**src/rtl/adxl362_pkg.sv**
```systemverilog
// Shared definitions for the ADXL362 FIFO packer: channel tags, FSM encoding, set size.
// Optional feature macro: ADXL362_FIFO_TEMP_EN (appends the temperature word to each set).
package adxl362_pkg;

  // 2-bit channel tags placed in word bits [15:14]
  localparam logic [1:0] CH_X = 2'b00;
  localparam logic [1:0] CH_Y = 2'b01;
  localparam logic [1:0] CH_Z = 2'b10;
  localparam logic [1:0] CH_T = 2'b11;

`ifdef ADXL362_FIFO_TEMP_EN
  localparam int unsigned SET_BYTES = 8;
`else
  localparam int unsigned SET_BYTES = 6;
`endif

  localparam int unsigned IDX_W = 3;

  typedef enum logic [1:0] {
    StIdle,
    StSetup,
    StPulse
  } state_t;

  // Byte lane of a 16-bit word; the FIFO layout is LSB byte first
  function automatic logic [7:0] pick_byte(input logic [15:0] word, input logic hi);
    return hi ? word[15:8] : word[7:0];
  endfunction

endpackage

```
**src/rtl/adxl362_fifo_packer_if.sv**
```systemverilog
// Sample-side and FIFO-side signal bundle of the ADXL362 FIFO packer.
// slave: the packer; master: whatever drives samples and consumes FIFO strobes.
interface adxl362_fifo_packer_if #(
  parameter int unsigned CNT_W = 10
);
  logic             fifo_en;
  logic             sample_valid;
  logic [11:0]      x_data;
  logic [11:0]      y_data;
  logic [11:0]      z_data;
  logic [11:0]      temp_data;
  logic [8:0]       wm_samples;
  logic             flush_req;
  logic             fifo_rd;
  logic [7:0]       data_wr;
  logic             write;
  logic             flush;
  logic [CNT_W-1:0] occupancy;
  logic             watermark;
  logic             overrun;
  logic             busy;

  modport slave (
    input  fifo_en, sample_valid, x_data, y_data, z_data, temp_data, wm_samples,
    input  flush_req, fifo_rd,
    output data_wr, write, flush, occupancy, watermark, overrun, busy
  );

  modport master (
    output fifo_en, sample_valid, x_data, y_data, z_data, temp_data, wm_samples,
    output flush_req, fifo_rd,
    input  data_wr, write, flush, occupancy, watermark, overrun, busy
  );
endinterface

```
**src/rtl/adxl362_word_fmt.sv**
```systemverilog
// Formats one 12-bit sample into a tagged 16-bit FIFO word: {id, sign x2, sample}.
module adxl362_word_fmt (
  input  logic [1:0]  id,
  input  logic [11:0] sample,
  output logic [15:0] word
);

  // Pure combinational tagging with sign extension of bit 11
  always_comb begin
    word = {id, {2{sample[11]}}, sample};
  end

endmodule

```
**src/rtl/adxl362_fifo_packer.sv**
```systemverilog
// ADXL362 FIFO packer: captures a sample set, serialises it into byte writes with a
// SETUP/PULSE strobe pair per byte, and tracks occupancy, watermark and overrun.
// Optional feature macro: ADXL362_FIFO_TEMP_EN (adds the temperature word after Z).
module adxl362_fifo_packer
  import adxl362_pkg::*;
#(
  parameter int unsigned DEPTH = 512,
  parameter int unsigned CNT_W = 10
) (
  input logic                  clk,
  input logic                  rst_n,
  adxl362_fifo_packer_if.slave bus
);

  state_t           state_q, state_d;
  logic [IDX_W-1:0] idx_q, idx_d;
  logic [11:0]      x_q, y_q, z_q;
  logic [CNT_W-1:0] occ_q, occ_d;
  logic             ovr_q, ovr_d;
  logic [7:0]       data_wr_q, data_wr_d;
  logic             write_q, write_d;
  logic             flush_q;

  logic             room;
  logic             accept;
  logic             last;
  logic             inc, dec;
  logic [11:0]      x_cur, y_cur, z_cur;
  logic [15:0]      x_word, y_word, z_word, sel_word;
  logic [9:0]       wm_bytes;

`ifdef ADXL362_FIFO_TEMP_EN
  logic [11:0]      t_q, t_cur;
  logic [15:0]      t_word;
`else
  logic             unused_temp;
  assign unused_temp = ^bus.temp_data;
`endif

  // Usable capacity is DEPTH-1 bytes; pointer-equal means empty in the FIFO itself
  assign room   = (32'(occ_q) + SET_BYTES) <= (DEPTH - 1);
  assign accept = (state_q == StIdle) && bus.sample_valid && bus.fifo_en && room &&
                  !bus.flush_req;
  assign last   = (idx_q == IDX_W'(SET_BYTES - 1));
  assign inc    = (state_q == StPulse);
  assign dec    = bus.fifo_rd && (occ_q != '0);

  // The first byte is formatted from the live inputs, since the latch lands on the same edge
  assign x_cur = accept ? bus.x_data : x_q;
  assign y_cur = accept ? bus.y_data : y_q;
  assign z_cur = accept ? bus.z_data : z_q;

  adxl362_word_fmt u_fmt_x (.id(CH_X), .sample(x_cur), .word(x_word));
  adxl362_word_fmt u_fmt_y (.id(CH_Y), .sample(y_cur), .word(y_word));
  adxl362_word_fmt u_fmt_z (.id(CH_Z), .sample(z_cur), .word(z_word));

`ifdef ADXL362_FIFO_TEMP_EN
  assign t_cur = accept ? bus.temp_data : t_q;
  adxl362_word_fmt u_fmt_t (.id(CH_T), .sample(t_cur), .word(t_word));
`endif

  // Word selection for the byte about to be presented
  always_comb begin
    sel_word = 16'h0000;
    case (idx_d[2:1])
      2'd0:    sel_word = x_word;
      2'd1:    sel_word = y_word;
      2'd2:    sel_word = z_word;
`ifdef ADXL362_FIFO_TEMP_EN
      default: sel_word = t_word;
`else
      default: sel_word = 16'h0000;
`endif
    endcase
  end

  // FSM state register
  always_ff @(posedge clk or negedge rst_n) begin
    if (!rst_n) begin
      state_q <= StIdle;
      idx_q   <= '0;
    end else begin
      state_q <= state_d;
      idx_q   <= idx_d;
    end
  end

  // FSM next state; flush aborts any set in progress
  always_comb begin
    state_d = state_q;
    idx_d   = idx_q;
    if (bus.flush_req) begin
      state_d = StIdle;
      idx_d   = '0;
    end else begin
      case (state_q)
        StIdle: begin
          if (accept) begin
            state_d = StSetup;
            idx_d   = '0;
          end
        end
        StSetup: state_d = StPulse;
        StPulse: begin
          if (last) begin
            state_d = StIdle;
          end else begin
            state_d = StSetup;
            idx_d   = idx_q + 1'b1;
          end
        end
        default: state_d = StIdle;
      endcase
    end
  end

  // FSM outputs: data_wr only moves on entry to SETUP so it is stable around write
  always_comb begin
    data_wr_d = data_wr_q;
    write_d   = (state_d == StPulse);
    if (state_d == StSetup) begin
      data_wr_d = pick_byte(sel_word, idx_d[0]);
    end
  end

  // Occupancy and sticky overrun next state
  always_comb begin
    occ_d = occ_q + CNT_W'(inc) - CNT_W'(dec);
    ovr_d = ovr_q;
    if (bus.sample_valid && bus.fifo_en && ((state_q != StIdle) || !room)) begin
      ovr_d = 1'b1;
    end
    if (bus.flush_req) begin
      occ_d = '0;
      ovr_d = 1'b0;
    end
  end

  // Sample latch, counters and registered strobes
  always_ff @(posedge clk or negedge rst_n) begin
    if (!rst_n) begin
      x_q       <= '0;
      y_q       <= '0;
      z_q       <= '0;
`ifdef ADXL362_FIFO_TEMP_EN
      t_q       <= '0;
`endif
      occ_q     <= '0;
      ovr_q     <= 1'b0;
      data_wr_q <= '0;
      write_q   <= 1'b0;
      flush_q   <= 1'b0;
    end else begin
      if (accept) begin
        x_q <= bus.x_data;
        y_q <= bus.y_data;
        z_q <= bus.z_data;
`ifdef ADXL362_FIFO_TEMP_EN
        t_q <= bus.temp_data;
`endif
      end
      occ_q     <= occ_d;
      ovr_q     <= ovr_d;
      data_wr_q <= data_wr_d;
      write_q   <= write_d;
      flush_q   <= bus.flush_req;
    end
  end

  assign wm_bytes      = {bus.wm_samples, 1'b0};
  assign bus.data_wr   = data_wr_q;
  assign bus.write     = write_q;
  assign bus.flush     = flush_q;
  assign bus.occupancy = occ_q;
  assign bus.overrun   = ovr_q;
  assign bus.busy      = (state_q != StIdle);
  assign bus.watermark = (bus.wm_samples != '0) && (32'(occ_q) >= 32'(wm_bytes));

endmodule

```
**src/flat_wrapper.sv**
```systemverilog
// flat-port wrapper written by rule: the top's interface ports become plain ports
module adxl362_fifo_packer_flat import adxl362_pkg::*;
#(
  parameter int unsigned DEPTH = 512,
  parameter int unsigned CNT_W = 10
)
  (clk, rst_n, bus_fifo_en, bus_sample_valid, bus_x_data, bus_y_data, bus_z_data, bus_temp_data, bus_wm_samples, bus_flush_req, bus_fifo_rd, bus_data_wr, bus_write, bus_flush, bus_occupancy, bus_watermark, bus_overrun, bus_busy);
  adxl362_fifo_packer_if #(.CNT_W(CNT_W)) bus_i ();
  input logic clk;
  input logic rst_n;
  input wire logic [$bits(bus_i.fifo_en)-1:0] bus_fifo_en;
  input wire logic [$bits(bus_i.sample_valid)-1:0] bus_sample_valid;
  input wire logic [$bits(bus_i.x_data)-1:0] bus_x_data;
  input wire logic [$bits(bus_i.y_data)-1:0] bus_y_data;
  input wire logic [$bits(bus_i.z_data)-1:0] bus_z_data;
  input wire logic [$bits(bus_i.temp_data)-1:0] bus_temp_data;
  input wire logic [$bits(bus_i.wm_samples)-1:0] bus_wm_samples;
  input wire logic [$bits(bus_i.flush_req)-1:0] bus_flush_req;
  input wire logic [$bits(bus_i.fifo_rd)-1:0] bus_fifo_rd;
  output wire logic [$bits(bus_i.data_wr)-1:0] bus_data_wr;
  output wire logic [$bits(bus_i.write)-1:0] bus_write;
  output wire logic [$bits(bus_i.flush)-1:0] bus_flush;
  output wire logic [$bits(bus_i.occupancy)-1:0] bus_occupancy;
  output wire logic [$bits(bus_i.watermark)-1:0] bus_watermark;
  output wire logic [$bits(bus_i.overrun)-1:0] bus_overrun;
  output wire logic [$bits(bus_i.busy)-1:0] bus_busy;
  assign bus_i.fifo_en = bus_fifo_en;
  assign bus_i.sample_valid = bus_sample_valid;
  assign bus_i.x_data = bus_x_data;
  assign bus_i.y_data = bus_y_data;
  assign bus_i.z_data = bus_z_data;
  assign bus_i.temp_data = bus_temp_data;
  assign bus_i.wm_samples = bus_wm_samples;
  assign bus_i.flush_req = bus_flush_req;
  assign bus_i.fifo_rd = bus_fifo_rd;
  assign bus_data_wr = bus_i.data_wr;
  assign bus_write = bus_i.write;
  assign bus_flush = bus_i.flush;
  assign bus_occupancy = bus_i.occupancy;
  assign bus_watermark = bus_i.watermark;
  assign bus_overrun = bus_i.overrun;
  assign bus_busy = bus_i.busy;
  adxl362_fifo_packer #(.DEPTH(DEPTH), .CNT_W(CNT_W)) u_core (.clk(clk), .rst_n(rst_n), .bus(bus_i));
endmodule
```
**config.mk**
```make
export PLATFORM = sky130hd
export DESIGN_NAME = adxl362_fifo_packer_flat
export DESIGN_NICKNAME = d
export VERILOG_FILES = /design/src/rtl/adxl362_pkg.sv /design/src/rtl/adxl362_fifo_packer_if.sv /design/src/rtl/adxl362_word_fmt.sv /design/src/rtl/adxl362_fifo_packer.sv /design/src/flat_wrapper.sv
export SDC_FILE = /design/constraint.sdc
export NUM_CORES = 1
export LEC_CHECK = 0
export CORE_MARGIN = 1
export CORE_UTILIZATION = 30
export CTS_CLUSTER_SIZE = 30
export DETAILED_ROUTE_END_ITERATION = 10
export PLACE_DENSITY_LB_ADDON = 0.25
export SYNTH_ARGS = -nofsm -noshare
export SYNTH_HDL_FRONTEND = slang
export SYNTH_SLANG_ARGS = --single-unit
```
**constraint.sdc**
```tcl
create_clock -name clk -period 3.33 [get_ports clk]
set_input_delay 0.4995 -clock clk [delete_from_list [all_inputs] [get_ports clk]]
set_output_delay 0.4995 -clock clk [all_outputs]
set_load 0.01 [all_outputs]
```
Yosys cells after proc, flatten, opt, wreduce, memory -nomap -nowiden
Cells that the tools add are included.

$mul: 0. Add/subtract/negate cells: 4. Order comparisons: 2. Muxes and demuxes: 16. Equal/unequal tests: 7. Shift-type cells: 0. Bitwise operators: 0. Reductions and logical operators: 17. Divide/modulo/power cells: 0.

Operators by type and width (count): $pmux W16 S3 (1); $mux W12 (3); $le A32 B9 Y1 const B (1); $add A10 B3 Y11 const B (1); $add A10 B1 Y10 (1); $ge A10 B10 Y1 (1); $mux W10 (1); $reduce_bool A10 Y1 (1); $sub A10 B1 Y10 (1); $mux W3 (3); $reduce_bool A9 Y1 (1); $logic_and A1 B1 Y1 (8); $mux W8 (1); $eq A2 B1 Y1 const B (3); $eq A2 B2 Y1 const B (3); $pmux W2 S3 (1); $pmux W3 S2 (1); $logic_not A2 Y1 (2); $mux W2 (2); $reduce_bool A2 Y1 (2); $add A3 B1 Y3 const B (1); $eq A3 B3 Y1 const B (1); $mux W1 (3); $logic_not A1 Y1 (2); $logic_or A1 B1 Y1 (1).

Register bits after elaboration: 62. Latch bits: 0. Memory bits (writable): 0. Memories kept: 0. Output and inout bits: 23. Bits in read-only memories: 0. Word-level logic and storage cells: 56. Input port bits: 63.

Depth between registers and ports, before layout
Gate-level depths: netlist of the first run.

Depth after elaboration: 11. Mapped depth: 15. Depth with buffers taken out: 15.

Cells and area by module
A second synthesis of the first run with hierarchy kept.

Cells, all modules: 376. Area, all modules: 3995.1 um2.

By module, submodules not included: adxl362_fifo_packer (times used 1, sequential area each 1551.5 um2, area each 3634.7 um2, cells each 328); adxl362_word_fmt (times used 3, sequential area each 0.0 um2, area each 120.1 um2, cells each 16).

Least setup slack after synthesis of the first run
OpenSTA, ideal clock, no wires.

Path type: register to register. From: reg u_core.occ_q[8] (netlist: u_core.bus.occupancy[8]). To: reg u_core.occ_q[8] (netlist: u_core.bus.occupancy[8]). Required time: 3194 ps. Stages on the path, launching flop included: 16. Data arrival time: 2727 ps. Path buffers: 0. Period minus slack after synthesis: 2863 ps. Setup slack: 467 ps. Library setup time: 136 ps. Cell sequence: dfrtp_1 inv_1 ha_1 and4_1 a31oi_1 ha_1 inv_1 ha_1 inv_1 fa_1 o21ba_2 o21bai_1 a21oi_1 o21ai_0 and3_1 nor3_1.

Cells in the longest elaborated chain, start to end: 4. Elaborated cells on any way between the ends: 5. Classes of those cells: add/sub (2); mux (1); reduce/logical (2).

Ends and longest elaborated chain: start: declaration (RTL line adxl362_fifo_packer.sv:18) `logic [CNT_W-1:0] occ_q, occ_d;`; start signal: assignment (RTL line adxl362_fifo_packer.sv:148) `occ_q <= '0;`; start signal: assignment (RTL line adxl362_fifo_packer.sv:162) `occ_q <= occ_d;`; branches (longest 2 deep; another with $add A10 B1 Y10); $sub A10 B1 Y10 * (RTL line adxl362_fifo_packer.sv:128) `occ_d = occ_q + CNT_W'(inc) - CNT_W'(dec);`; $mux W10 * (RTL line adxl362_fifo_packer.sv:133) `if (bus.flush_req) begin`; via u_core.occ_d[8] (RTL line adxl362_fifo_packer.sv:18).

Mark *: on every way through the listed nets, which the timed path passes. A chain may end at the register's enable or synchronous reset.

Worst setup path after layout of the first run
From: reg u_core.occ_q[8] (netlist: u_core.bus.occupancy[8]). To: reg u_core.occ_q[6] (netlist: u_core.bus.occupancy[6]).

Cells in the longest elaborated chain, start to end: 4.

Ends and longest elaborated chain: $reduce_bool A10 Y1 (RTL line adxl362_fifo_packer.sv:46) `assign dec = bus.fifo_rd && (occ_q != '0);`; $logic_and A1 B1 Y1 (RTL line adxl362_fifo_packer.sv:46); $sub A10 B1 Y10 (RTL line adxl362_fifo_packer.sv:128); $mux W10 (RTL line adxl362_fifo_packer.sv:133); via u_core.occ_d[6] (RTL line adxl362_fifo_packer.sv:18).

The timed path passes the listed nets, and every way through them passes these cells.

==> flow_summary.yaml, run 1 <==
critical_path:
  critPathCaptureType: "register"
  cp_data_arrival_time_ps: 3260
  reg2reg_depth: 15
  timing_worst_setup_path_type: "register to register"
  worst_r2r_endpoint: "u_core.bus.occupancy[6]$_DFF_PN0_"
  timing.critical_path.fanout_max: 5
  crit_path_end: "u_core.bus.occupancy[6]$_DFF_PN0_"
  r2r_setup_slack_ps: 290
  crit_path_start_kind: "register"
  crit_start: "u_core.bus.occupancy[8]$_DFF_PN0_"
  cp_data_required_time_ps: 3550
  rr_startpoint: "u_core.bus.occupancy[8]$_DFF_PN0_"
detailed_routing:
  drt-initial-drc-count: 141
  vias: 3020
  drtPass1Iterations: 7
  drtAntennaViolNets: 0
  viasPerCell: 4.78
  route.detailed.drc: 7
  wl_per_cell_um: 13.8
  route.final.wire_length_um: 8720
cts:
  worst_setup_hold_path_clk_slew_ps: 50
  cts_made_buffers: 9
  cts-root-to-sink-buffers: 2
  cts_setup_buffers: 0
  tritoncts_num_sinks: 62
  cts_root_buffer: "sky130_fd_sc_hd__clkbuf_16"
  worstSkewPairLatency_ps: 330
  clock_tree_from_tritoncts: "built"
  htreeDepth: 3
timing:
  period_share_pct: 91.3
  hold_violations: 0
  max-slew-margin-rel_pct: 46.2
  skew_ps: 4.09
  worstMarginPinSlew_ps: 806
  timing_max_transition_violations_final: 0
  fin_ws_ps: 289
  fmax_mhz: 329
  final.min_clock_period_ps: 3040
  grt_setup_unrepaired: "false"
  setup_viol_count_final: 0
  setup_total_negative_slack_ps: 0
logic_synthesis:
  yosys_most_used_dff: "sky130_fd_sc_hd__dfrtp_1"
  synth_compound_gate_area_share_pct: 12.6
  ys_seq_area_share_pct: 43.1
  parity_gate_share_of_the_synthesized_area_counting_xor_and_xnor_cells_pct: 1.70
  post_synth_fa_ha_maj_area_fraction_pct: 12.4
  netlist_top_cells_area: "sky130_fd_sc_hd__dfrtp_1, sky130_fd_sc_hd__nand2_1, sky130_fd_sc_hd__ha_1, sky130_fd_sc_hd__inv_1, sky130_fd_sc_hd__a21oi_1"
  synth_seq_cells: 62
  netlist-cell-type-count: 54
  synth_top_area_share_pct: 43.1
  synthesis.instances: 402
  synth_mux_area_share_pct: 2.57
  asyncSetResetFlopFracSynth_pct: 100
  synthesis.yosys.warnings: 0
  mappedNetlistArea_um2: 3600
  synth_edf_count: 0
  syn_avg_cell_area_um2: 8.95
  combinational_family_with_the_most_area_after_synthesis: "simple AND/OR/NAND/NOR gates"
  synthDominantAreaCellType: "sky130_fd_sc_hd__dfrtp_1"
  post_synth_and_or_nand_nor_area_fraction_pct: 22.8
  synth_nets: 500
final_layout:
  reg_area_um2: 1550
  multi_input_comb_area_um2: 1870
  areaGrowthSynthToFinish_pct: 33.8
  antenna_cells: 0
  final_nets: 582
  drive_gt1_share_pct: 8.38
  fill_cells: 1123
worst_hold_path:
  hp-class: "primary input to asynchronous set/reset pin"
job:
  max-cap-violations: 0
placed_design:
  dpl_worst_slack_ps: 167
  globalplace.congestion: 0.827
  dp_hpwl_um: 6540
  port_buffers: 73
die:
  row_count: 39
  chipWidth_um: 112
  top_level_ports: 86
  start_util_pct: 31.1
  die_h_um: 112
  floorplan.core_area_um2: 11600
  dieArea_um2: 12400
power:
  swShare_pct: 34.4
  power.density_cell_area_nw_per_um2: 771
  power.share.sequential_pct: 34.4
  portion_of_total_power_attributed_to_combinational_logic_pct: 40.3
  total_leakage_power_uw: 0.00229
  power_frac_clock_pct: 25.4
  power.net_switching_uw: 1280
  internal_power_uw: 2430
  peakVddDrop_uv: 268
status:
  outcome: "finished with violations"
  violations: "DRC"
global_route:
  global_route_wire_length_before_repair_um: 14600
  globalRoute.totalOverflow: 0
  grt_start_max_net_pins: 37
  grt_use_total_pct: 15.0
  grt_antenna_before_repair: 0
  first_global_vias: 3038
==> routing by layer <==
layer	GRT usage [%]	wire, um	share of wire, %
met5	0	0	0
met4	6.13	131	1.5
met3	3.86	420	4.8
met2	23.3	3990	46
met1	19.9	4180	48
==> cells by family (layout without fill, tap and decap cells) <==
kind of cell	count (synthesis)	in the layout
buffers and inverters	42	129
flip-flops	62	62
AND/OR/NAND/NOR	181	181
XOR/XNOR	7	7
AO/OA/AOI/OAI	66	66
multiplexers	9	9
adder cells (fa/ha/maj)	35	35
==> how the worst min path moves through the flow <==
| stage | from | endpoint | slack [ps] |
|---|---|---|---|
| 2_1_floorplan | rst_n | u_core.bus.data_wr[0]$_DFFE_PN0N_ | 200 |
| 3_3_place_gp | u_core.y_q[11]$_DFF_PN0_ | u_core.y_q[11]$_DFF_PN0_ | 450 |
| 3_5_place_dp | u_core.z_q[6]$_DFF_PN0_ | u_core.z_q[6]$_DFF_PN0_ | 460 |
| 4_1_cts | rst_n | u_core.idx_q[1]$_DFF_PN0_ | 280 |
| 5_1_grt | rst_n | u_core.x_q[11]$_DFF_PN0_ | 330 |
| 6_report | rst_n | u_core.x_q[11]$_DFF_PN0_ | 260 |
==> metrics by stage <==
stage	hold slack [ps]	instance area (um^2)	power [uW]	std cells	utilization, %
after floorplan	204	3600	2240	402	-
after global placement	453	4510	2750	616	39.0
after detailed placement	462	4510	2780	616	39.0
after CTS	280	4810	3740	632	41.6
after global routing	335	4810	4010	632	41.6
final	258	4810	3710	632	41.6
==> worst max-delay path: stages (launching register included) <==
cell	delay, ps
sky130_fd_sc_hd__dfrtp_1	420
sky130_fd_sc_hd__inv_1	90
sky130_fd_sc_hd__ha_1	200
sky130_fd_sc_hd__and4_1	190
sky130_fd_sc_hd__a31oi_1	180
sky130_fd_sc_hd__ha_1	260
sky130_fd_sc_hd__inv_1	60
sky130_fd_sc_hd__ha_1	160
sky130_fd_sc_hd__inv_1	50
sky130_fd_sc_hd__fa_1	400
sky130_fd_sc_hd__o21ba_2	210
sky130_fd_sc_hd__o21bai_1	180
sky130_fd_sc_hd__a21oi_1	120
sky130_fd_sc_hd__o21ai_0	210
sky130_fd_sc_hd__xnor2_1	150
sky130_fd_sc_hd__nor2_1	50
==> cell usage in the layout, fill, tap and decap left out, types with 4 or more instances in the layout <==
cell type                         netlist  routed
sky130_fd_sc_hd__ha_1                  34      34
sky130_fd_sc_hd__nand2_1              117     117
sky130_fd_sc_hd__o21ai_0                9       8
sky130_fd_sc_hd__buf_4                  1       9
sky130_fd_sc_hd__a31oi_1                4       4
sky130_fd_sc_hd__nor3_1                 7       7
sky130_fd_sc_hd__clkdlybuf4s50_1        0      72
sky130_fd_sc_hd__inv_1                 29      29
sky130_fd_sc_hd__dfrtp_1               62      61
sky130_fd_sc_hd__nand2b_1               4       4
sky130_fd_sc_hd__a21oi_1               15      15
sky130_fd_sc_hd__mux2i_1                7       7
sky130_fd_sc_hd__o22ai_1                4       4
sky130_fd_sc_hd__nand4_1                5       5
sky130_fd_sc_hd__nand3_1                4       4
sky130_fd_sc_hd__xnor2_1                7       7
sky130_fd_sc_hd__a22oi_1                6       6
sky130_fd_sc_hd__clkbuf_16              0       9
sky130_fd_sc_hd__nor2_1                18      18
==> area by class of cell <==
type	count	share of cell area, %
Tap cell	143	3.72
Sequential cell	62	32.3
Clock inverter	5	1.22
Clock buffer	11	5.04
Inverter	31	2.42
Timing Repair Buffer	82	16.5
Multi-Input combinational cell	298	38.9
==> sequential cells by signal (all words and copies together), names as in the netlist <==
signal                flops
u_core.x_q               12
u_core.y_q               12
u_core.z_q               12
u_core.bus.occupancy     10
u_core.bus.data_wr        8
u_core.idx_q              3
u_core.state_q            2
u_core.bus.flush          1
u_core.bus.overrun        1
u_core.bus.write          1
==> cell usage after synthesis, drive strengths merged (3+ instances only) <==
library cell and count:
nor2 19, a2bb2oi 3, mux2i 7, dfrtp 62, a22oi 6, nand4 5, ha 34, nand2b 4
nor3 9, nor3b 3, nand2 117, a31oi 4, nand4b 3, inv 31, o21ai 11, nand3 4
a221o 3, and3 3, a21oi 16, xnor2 7, o22ai 4, o211ai 4, buf 10
==> power groups by stage <==
stage	Combinational, uW	Clock, uW	Sequential [uW]
after detailed placement	1490	0	1290
after floorplan	970	0	1270
after global placement	1470	0	1280
after CTS	1510	959	1280
final	1490	941	1270
after global routing	1700	992	1310
==> timing repair <==
| item | CTS | global route |
|---|---|---|
| hold endpoints to repair | 0 | 0 |
| hold buffers | 0 | 0 |
| gates resized for setup | 0 | 2 |
| setup endpoints to repair | 0 | 1 |
(Power assumes the default switching activity.)
==> inputs of run 2 (changes only) <==
- ABC_CLOCK_PERIOD_IN_PS: unset -> 3330
==> results of run 2 <==
No change in the layout: final DEF, timing and power equal those of run 1.
==> inputs of run 3 (changes only) <==
- GPL_TIMING_DRIVEN: unset -> 0
- PLACE_DENSITY_LB_ADDON: 0.25 -> unset
==> run 3 against run 2 <==
The run still ends with DRC left. First-iteration DRC count rose by 65%. Maximum frequency is 1.6% lower. Global-route usage rose by 0.52 points. Sequential share of layout area decreased by 0.067 points. Sequential power hardly changed. Cell area rose by 0.21%. Core utilization is 0.087 points higher. Largest cell class unchanged.
==> flow_summary.yaml, run 3 (synthesis gave the netlist of run 1 again) <==
status:
  outcome: "finished with violations"
  violations: "DRC"
power:
  power.density_cell_area_nw_per_um2: 772
  peakVddDrop_uv: 270
  total_leakage_power_uw: 0.00229
final_layout:
  most-common-layout-cells: "sky130_fd_sc_hd__nand2_1, sky130_fd_sc_hd__clkdlybuf4s50_1, sky130_fd_sc_hd__dfrtp_1"
  antenna_cells: 0
  final_nets: 585
  postLayoutCellArea_um2: 4820
  biggest_registers_after_layout: "u_core.x_q (12), u_core.y_q (12), u_core.z_q (12)"
  layoutNonFillerInstCount: 635
  drive_gt1_share_pct: 8.13
  layout.cells.most_common: "sky130_fd_sc_hd__nand2_1"
  areaGrowthSynthToFinish_pct: 34.1
  fill_cells: 1176
critical_path:
  timing.critical_path.fanout_max: 5
  timing_worst_setup_path_type: "register to register"
  crit_family: "adder cells"
  cp_data_arrival_time_ps: 3280
  worstPathBufferInverterCount: 3
  crit_path_start_kind: "register"
  timing.critical_path.slowest_cell_delay_ps: 440
  cpMaxStageDelayCell: "sky130_fd_sc_hd__dfrtp_1"
  ordered_cell_list_for_the_critical_path: "inv_1, ha_1, and4_1, a31oi_1, ha_1, inv_1, ha_1, inv_1, fa_1, o21ba_2, o21bai_1, a21oi_1, o21ai_0, xnor2_1, nor2_1"
  critPathCaptureType: "register"
  cp_data_required_time_ps: 3520
global_route:
  grt_start_max_net_pins: 41
  first_global_vias: 3149
  global_route_wire_length_before_repair_um: 15300
  grt_antenna_before_repair: 0
  grt_use_total_pct: 15.5
  globalRoute.totalOverflow: 0
timing:
  max-slew-margin-rel_pct: 52.1
  skew_ps: 8.58
  worstMarginPinSlew_ps: 714
  setup_viol_count_final: 0
  fmax_mhz: 324
  fin_ws_ps: 240
  final.min_clock_period_ps: 3090
  hold_violations: 0
  grt_setup_unrepaired: "false"
  period_share_pct: 92.8
  timing_max_transition_violations_final: 0
cts:
  clock_tree_from_tritoncts: "built"
  cts_root_buffer: "sky130_fd_sc_hd__clkbuf_16"
  hold_buf_count_cts: 0
  htreeDepth: 3
  cts_made_buffers: 9
  worstSkewPairLatency_ps: 330
  worst_setup_hold_path_clk_slew_ps: 60
  cts-root-to-sink-buffers: 2
  tritoncts_num_sinks: 62
placed_design:
  port_buffers: 73
  dpl_worst_slack_ps: 154
  post_dp_cell_area_um2: 4520
  globalplace.congestion: 0.818
  post-place-cells: 619
  dp_hpwl_um: 6780
detailed_routing:
  route.final.wire_length_um: 9090
  route.detailed.drc: 6
  vias: 3046
  viasPerCell: 4.80
  drtPass1Iterations: 9
  wl_per_cell_um: 14.3
  drt-initial-drc-count: 232
  drtAntennaViolNets: 0
die:
  dieArea_um2: 12400
  floorplan.core_area_um2: 11600
  top_level_ports: 86
  chipWidth_um: 112
  start_util_pct: 31.1
  die_h_um: 112
  row_count: 39
job:
  max-cap-violations: 0
worst_hold_path:
  hp-class: "primary input to asynchronous set/reset pin"
-- run 3: where the power goes --
group          internal (uW)  leakage, uW  switching [uW]
combinational            773      0.00137             717
clock                    584     0.000139             354
sequential              1060     0.000785             241
total                   2410      0.00229            1310
-- run 3: worst reg2reg max path, stage by stage, from the launching register on --
cell and delay, ps:
sky130_fd_sc_hd__dfrtp_1 440, sky130_fd_sc_hd__inv_1 90, sky130_fd_sc_hd__ha_1 210, sky130_fd_sc_hd__and4_1 200, sky130_fd_sc_hd__a31oi_1 160, sky130_fd_sc_hd__ha_1 250, sky130_fd_sc_hd__inv_1 60, sky130_fd_sc_hd__ha_1 160
sky130_fd_sc_hd__inv_1 50, sky130_fd_sc_hd__fa_1 400, sky130_fd_sc_hd__o21ba_2 210, sky130_fd_sc_hd__o21bai_1 200, sky130_fd_sc_hd__a21oi_1 120, sky130_fd_sc_hd__o21ai_0 200, sky130_fd_sc_hd__xnor2_1 140, sky130_fd_sc_hd__nor2_1 60
-- run 3: timing repair --
action,CTS,global route
hold endpoints to repair,0,0
endpoints found under the setup margin,0,2
gates resized for setup,0,2
setup buffers,0,0
-- run 3: area by class of cell --
cell class | instances | area (um^2) | area share, %
inverter | 31 | 116 | 2.41
clock inverter | 6 | 71.3 | 1.48
sequential | 62 | 1550 | 32.2
tap | 143 | 179 | 3.71
timing repair buffer | 74 | 746 | 15.5
multi-input combinational | 298 | 1870 | 38.8
buffer | 11 | 58.8 | 1.22
clock buffer | 10 | 229 | 4.75
-- run 3: path summary, 6_finish.rpt --
| check | start | end | slack, ps | cells after the start |
|---|---|---|---|---|
| min in group clk | u_core.y_q[11]$_DFF_PN0_ | u_core.y_q[11]$_DFF_PN0_ | 460 | 2 |
| min | rst_n | u_core.y_q[4]$_DFF_PN0_ | 150 | 1 |
| max in group asynchronous | rst_n | u_core.bus.occupancy[6]$_DFF_PN0_ | 2550 | 2 |
| max reg2reg | u_core.bus.occupancy[8]$_DFF_PN0_ | u_core.bus.occupancy[6]$_DFF_PN0_ | 240 | 15 |
| max | u_core.bus.occupancy[8]$_DFF_PN0_ | u_core.bus.occupancy[6]$_DFF_PN0_ | 240 | 15 |
| min reg2reg | u_core.y_q[11]$_DFF_PN0_ | u_core.y_q[11]$_DFF_PN0_ | 460 | 2 |
-- run 3: through the flow --
step           power (uW)  util (%)  hold WS (ps)  setup TNS, ps
2_1_floorplan        2240         -           204              0
3_3_place_gp         2750      39.0           447         -16970
3_5_place_dp         2800      39.1           449              0
4_1_cts              3760      41.7           164              0
5_1_grt              4030      41.7           193              0
6_report             3730      41.7           149              0
-- run 3: per-layer routing --
metal	wire length [um]	track usage, %
met4	123	5.23
met3	507	3.48
met2	4210	26.3
met5	0	0
met1	4240	19.5
